### config.mk
export PLATFORM = sky130hd
export DESIGN_NAME = mem_port_arbiter
export DESIGN_NICKNAME = d
export VERILOG_FILES = /design/src/rtl/mem_port_arbiter.sv
export SDC_FILE = /design/constraint.sdc
export NUM_CORES = 1
export LEC_CHECK = 0
export ABC_AREA = 0
export CAP_MARGIN = 20
export CORE_ASPECT_RATIO = 0.8
export CORE_MARGIN = 10
export CORE_UTILIZATION = 29
export DETAILED_ROUTE_END_ITERATION = 10
export HOLD_SLACK_MARGIN = 0.1
export PLACE_DENSITY_LB_ADDON = 0.12
export SETUP_SLACK_MARGIN = 0.02
export SKIP_LAST_GASP = 1
export SYNTH_ARGS = -nofsm -noshare
export SYNTH_HDL_FRONTEND = slang
export SYNTH_SLANG_ARGS = --single-unit
### constraint.sdc
create_clock -name clk -period 5.3 [get_ports clk]
set_input_delay 0.53 -clock clk [delete_from_list [all_inputs] [get_ports clk]]
set_output_delay 0.53 -clock clk [all_outputs]
set_load 0.01 [all_outputs]
### src/rtl/mem_port_arbiter.sv
// Arbitrates one shared memory port between instruction fetch and the MEM-stage data access.
// Define ARB_STARVE_GUARD_EN to let a waiting fetch win after STARVE_LIMIT back-to-back data grants.
module mem_port_arbiter #(
  parameter int STARVE_LIMIT = 4
) (
  input  logic        clk,
  input  logic        Reset,
  input  logic        IfReq,
  input  logic [31:0] IfAddr,
  output logic [31:0] IfInstr,
  output logic        IfStall,
  input  logic        MemReadM,
  input  logic        MemWriteM,
  input  logic [31:0] ALUOutM,
  input  logic [31:0] WriteDataM,
  output logic [31:0] ReadDataM,
  output logic        MemStall,
  output logic        PortReq,
  output logic        PortWe,
  output logic [31:0] PortAddr,
  output logic [31:0] PortWData,
  input  logic [31:0] PortRData,
  input  logic        PortAck
);

  typedef enum logic [2:0] {IDLE, BUSY_I, BUSY_D, DONE_I, DONE_D} state_t;

  state_t state, state_next;
  logic   dreq, ireq;
  logic   grant_d, grant_i;
  logic   force_fetch;

  if (STARVE_LIMIT < 1 || STARVE_LIMIT > 7) begin : g_bad_limit
    $error("STARVE_LIMIT must fit the 3-bit starvation counter (1..7)");
  end

  assign dreq = MemReadM | MemWriteM;
  assign ireq = IfReq;

`ifdef ARB_STARVE_GUARD_EN
  logic [2:0] starve_cnt;

  assign force_fetch = (starve_cnt == 3'(STARVE_LIMIT)) & dreq & ireq;

  // Counts data grants that overtook a waiting fetch; any fetch grant resets it.
  always_ff @(posedge clk or posedge Reset) begin
    if (Reset) begin
      starve_cnt <= 3'd0;
    end else if (grant_i) begin
      starve_cnt <= 3'd0;
    end else if (grant_d && ireq && (starve_cnt != 3'(STARVE_LIMIT))) begin
      starve_cnt <= starve_cnt + 3'd1;
    end
  end
`else
  assign force_fetch = 1'b0;
`endif

  always_ff @(posedge clk or posedge Reset) begin
    if (Reset) state <= IDLE;
    else       state <= state_next;
  end

  always_comb begin
    state_next = state;
    grant_d    = 1'b0;
    grant_i    = 1'b0;
    case (state)
      IDLE: begin
        if (dreq && !force_fetch) begin
          grant_d    = 1'b1;
          state_next = BUSY_D;
        end else if (ireq) begin
          grant_i    = 1'b1;
          state_next = BUSY_I;
        end
      end
      BUSY_I:  if (PortAck) state_next = DONE_I;
      BUSY_D:  if (PortAck) state_next = DONE_D;
      DONE_I:  state_next = IDLE;
      DONE_D:  state_next = IDLE;
      default: state_next = IDLE;
    endcase
  end

  // Port command is captured at grant time so it stays put however the pipeline moves.
  always_ff @(posedge clk or posedge Reset) begin
    if (Reset) begin
      PortWe    <= 1'b0;
      PortAddr  <= 32'd0;
      PortWData <= 32'd0;
      IfInstr   <= 32'd0;
      ReadDataM <= 32'd0;
    end else begin
      if (grant_d) begin
        PortAddr  <= ALUOutM;
        PortWe    <= MemWriteM;
        PortWData <= WriteDataM;
      end else if (grant_i) begin
        PortAddr  <= IfAddr;
        PortWe    <= 1'b0;
      end
      if (state == BUSY_I && PortAck) IfInstr <= PortRData;
      if (state == BUSY_D && PortAck && !PortWe) ReadDataM <= PortRData;
    end
  end

  assign PortReq  = (state == BUSY_I) || (state == BUSY_D);
  assign MemStall = dreq & (state != DONE_D);
  assign IfStall  = ireq & (state != DONE_I);

endmodule
### Word-level counts from Yosys, hierarchy flattened

Index checks and enable logic that the tools add are counted.

| cells by class | value |
|---|---|
| equal/unequal tests | 7 |
| bitwise operators | 3 |
| reductions and logical operators | 8 |
| multiplexer cells | 14 |

Operator list:

| operator | number |
|---|---|
| 32-bit two-way mux | 2 |
| 3-bit two-way mux | 4 |
| 3-bit one-hot mux with 3 select lines | 1 |
| 1-bit two-way mux | 7 |
| 3-bit inequality test (second input constant) | 2 |
| 2-bit inequality test (second input constant) | 2 |
| 3-bit by 1-bit == test with 1-bit output (second input constant) | 1 |
| 3-bit by 2-bit == test with 1-bit output (second input constant) | 1 |
| 1-bit logical AND | 3 |
| 3-bit zero test | 1 |
| 3-bit by 2-bit inequality test with 1-bit output (second input constant) | 1 |
| 3-bit AND reduction | 1 |
| 1-bit AND | 2 |
| 2-bit nonzero test | 1 |
| 1-bit zero test | 1 |
| 1-bit logical OR | 1 |
| 1-bit bitwise OR | 1 |

| word-level totals | value |
|---|---|
| register bits after elaboration | 132 |
| word-level logic and storage cells | 38 |
| bits of input ports | 134 |
| output and inout port bits | 132 |

### Depth between registers and ports, before layout

| logic depth | value |
|---|---|
| word-level depth | 5 |
| depth in mapped cells | 6 |
| gate-level depth less buffers | 3 |

### Least setup slack after synthesis

Ideal clock, no wire load.

| timing path | value |
|---|---|
| path type | input-to-output |
| start | in MemWriteM |
| end | out MemStall |
| path slack | 3.547 ns |
| buffers on the path | 1 |
| cell stages on the path | 3 |
| required time | 4.770 ns |
| arrival time | 1.223 ns |
| cells stage by stage | nor2_2 -> clkbuf_1 -> a21oi_1 |

| between the ends | value |
|---|---|
| cells in the longest elaborated chain, start to end | 2 |

Ends and longest elaborated chain:

| element | line | RTL |
|---|---|---|
| start, declared | 13 | `input logic MemWriteM,` |
| 1-bit bitwise OR | 37 | `assign dreq = MemReadM \| MemWriteM;` |
| 1-bit AND | 109 | `assign MemStall = dreq & (state != DONE_D);` |
| end, declared | 17 | `output logic MemStall,` |

No other way between the ends.

### Final worst setup path

Same ends and word-level chain as after synthesis.

==> flow_metrics.py <==
metrics = {
    "status": {
        "status": "finished clean",
    },
    "hold_path": {
        "hp-start": "IfInstr[6]",
        "hold_path_class": "register to register",
        "whs_path_depth": 1,
        "whs_endpoint": "IfInstr[6]",
    },
    "floorplanning": {
        "die_h_um": 144.9,
        "rows": 45,
        "core-area_um2": 19090,
        "start_util_pct": 29.62,
        "die_width_um": 176.1,
        "die_area_um2": 25520,
        "ios": 266,
    },
    "global_routing": {
        "grt_pass1_wl_mm": 26.85,
        "grt_max_degree": 74,
        "grt_usage_pct": 13.71,
        "grt_pass1_vias": 4520,
        "overflow": 0,
        "antenna_found_initial": 0,
    },
    "yosys": {
        "synth_cell_types": 29,
        "syn_area_um2": 5654,
        "syn-num-nets": 477,
        "syn_inst": 343,
        "ys_ff_latch": 132,
        "syn_area_per_cell_um2": 16.48,
        "ys.warnings.count": 0,
        "synth_seq_area_share_pct": 58.42,
    },
    "sta": {
        "timing.final.hold_violations": 0,
        "finalSetupViolCount": 0,
        "slew_headroom_pct": 38.65,
        "finalCriticalPeriod_ps": 2784,
        "worstMarginPinSlew_ps": 920.3,
        "fin_crit_sh_pct": 52.53,
        "grt_setup_unrepaired": "false",
        "fmax_mhz": 359.2,
        "tns_ps": 0,
        "finalClockSkew_ps": 9.342,
        "final_max_slew_viol_count": 0,
    },
    "power_and_ir_drop": {
        "power_density_nw_per_um2": 621.4,
        "p_leak_nw": 3.856,
        "ir_worst_vdd_mv": 0.2662,
        "p_int_mw": 3.951,
        "power_frac_seq_pct": 31.7,
        "swShare_pct": 30.70,
        "combPwrFrac_pct": 45.8,
        "clkPwrFrac_pct": 22.4,
        "power_mw": 5.701,
        "switching_power_mw": 1.750,
    },
    "critical_path": {
        "r2r_slack_ps": 3060,
        "path_buf_inv": 3,
        "crit_family": "buffers and inverters",
        "slowest_delay_ps": 600,
        "start_kind": "input pin",
        "path_cells": "clkdlybuf4s50_1, nor2_2, buf_4, a21oi_1, clkdlybuf4s50_1",
        "cpMostUsedCell": "clkdlybuf4s50_1",
        "critPathArrivalTime_ps": 2250,
        "r2r_cells": 5,
        "slowest_stage": "clkdlybuf4s50_1",
        "critical_path.max_fanout": 36,
        "r2r-start": "state[2]",
        "regToRegEndpoint": "PortAddr[1]",
        "worst_ep_required_time_ps": 4770,
        "crit_start": "MemWriteM",
        "crit_type": "input pin to output pin",
        "end_kind": "output pin",
    },
    "cts": {
        "clk_pin_slew_ps": 60,
        "max-clock-path-buffers": 2,
        "cts_hold_buf": 0,
        "cts_resized": 0,
        "cts.sinks": 132,
        "htree_levels": 4,
        "worstSkewPairLatency_ps": 410,
        "numCtsBuffers": 17,
        "tritoncts": "yes",
        "clock-root-buffer": "clkbuf_16",
        "cts_setup_buffers": 0,
    },
    "drt": {
        "drt_iter0_markers": 170,
        "drc_errors": 0,
        "vias": 3970,
        "drt.antenna.violating_nets": 0,
        "via_per_inst": 4.506,
        "firstDrtPassIters": 4,
        "wl_per_cell_um": 19.92,
        "wl_mm": 17.55,
    },
    "finish": {
        "drive_gt1_share_pct": 22.31,
        "syn_to_final_growth_pct": 62.27,
        "layout_common_cells": "265 x clkdlybuf4s50_1, 132 x dfrtp_1, 60 x mux2_4",
        "final_common_cell": "clkdlybuf4s50_1",
        "nets": 744,
        "diodes": 0,
    },
    "flow_run": {
        "drv_cap": 0,
    },
    "place": {
        "dpl.hpwl_mm": 13.08,
        "io_buffers": 265,
        "place_congestion": 0.7565,
    },
}
-- metrics by stage --
stage / std cells / utilization (%) / cell area [um2] / hold slack, ps / setup slack (ps)
2_1_floorplan: 343 / - / 5654 / 528.8 / 1244
3_3_place_gp: 848 / 44.58 / 8509 / 466.8 / 2574
3_5_place_dp: 848 / 44.58 / 8509 / 473.7 / 2523
4_1_cts: 880 / 47.93 / 9148 / 488.5 / 2508
5_1_grt: 881 / 48.07 / 9175 / 510.6 / 2456
6_report: 881 / 48.07 / 9175 / 484.1 / 2516
-- synth_stat cells --
cell | n | area [um2]
nor2_1 | 2 | 7.510
mux2_1 | 34 | 382.9
xnor2_1 | 1 | 8.760
mux2_4 | 60 | 900.9
dfrtp_1 | 132 | 3303
a31oi_1 | 1 | 6.260
a21boi_4 | 1 | 18.77
mux2_2 | 2 | 22.52
clkbuf_1 | 10 | 37.54
o21ai_2 | 1 | 8.760
and4bb_1 | 1 | 12.51
inv_1 | 4 | 15.01
nand2_1 | 1 | 3.750
buf_4 | 2 | 15.01
nor3_4 | 1 | 16.27
o22ai_1 | 32 | 200.2
a2bb2oi_1 | 2 | 17.52
nor3_2 | 1 | 10.01
a22o_1 | 1 | 8.760
a21oi_1 | 4 | 20.02
a2bb2oi_2 | 30 | 450.4
buf_6 | 7 | 78.83
o21ai_0 | 2 | 10.01
buf_2 | 4 | 20.02
nor2_2 | 1 | 6.260
buf_8 | 3 | 45.04
nor2b_4 | 1 | 13.76
or3b_1 | 1 | 8.760
nor3_1 | 1 | 5.000
-- power groups by stage --
stage / logic (mW) / registers (mW) / clock network, mW
finish: 2.61 / 1.81 / 1.28
global placement: 2.64 / 1.81 / 0
global route: 2.79 / 1.88 / 1.36
detailed placement: 2.66 / 1.82 / 0
floorplan: 1.17 / 1.99 / 0
CTS: 2.67 / 1.82 / 1.31
-- registers in the layout, indices dropped and copies added (netlist names) --
register / flops
PortAddr: 32
state: 3
ReadDataM: 32
IfInstr: 32
PortWData: 32
PortWe: 1
-- cell families (layout without fill, tap and decap cells) --
| logic type | Yosys count | after routing | share of synthesized area, % |
|---|---|---|---|
| AND/OR/NAND/NOR | 10 | 10 | 1.483 |
| buffers and inverters | 30 | 310 | 3.740 |
| AO/OA/AOI/OAI | 74 | 74 | 13.10 |
| XOR/XNOR | 1 | 1 | 0.1549 |
| multiplexers | 96 | 96 | 23.10 |
| flip-flops | 132 | 132 | 58.42 |
-- metal layers --
metal	vias to the layer above	routed length [um]	global-route usage, %
met5	-	0	0
met1	1962	7374	16.60
li1	1809	-	-
met2	176	7764	20.12
met4	0	339	5.521
met3	23	2069	7.147
-- worst max path at each step --
stage,end,cells after the start
3_3_place_gp,MemStall,5
5_1_grt,MemStall,5
4_1_cts,MemStall,5
2_1_floorplan,IfInstr[0],1
3_5_place_dp,MemStall,5
6_report,MemStall,5
-- worst register-to-register path, delay by kind of cell, from the launching register on --
| family | cells | cell delay [ps] |
|---|---|---|
| and+or+nand+nor | 1 | 220 |
| buffers and inverters | 2 | 970 |
| AOI/OAI and AO/OA | 2 | 470 |
| DFF | 1 | 520 |
-- layout make-up --
cell class / count / area, um2
clock buffer: 19 / 442.9
clock inverter: 13 / 195.2
fill: 1649 / 9912
inverter: 4 / 17.52
multi-input combinational: 181 / 2153
sequential: 132 / 3303
tap: 258 / 322.8
timing repair buffer: 274 / 2740
(Power assumes the default switching activity.)
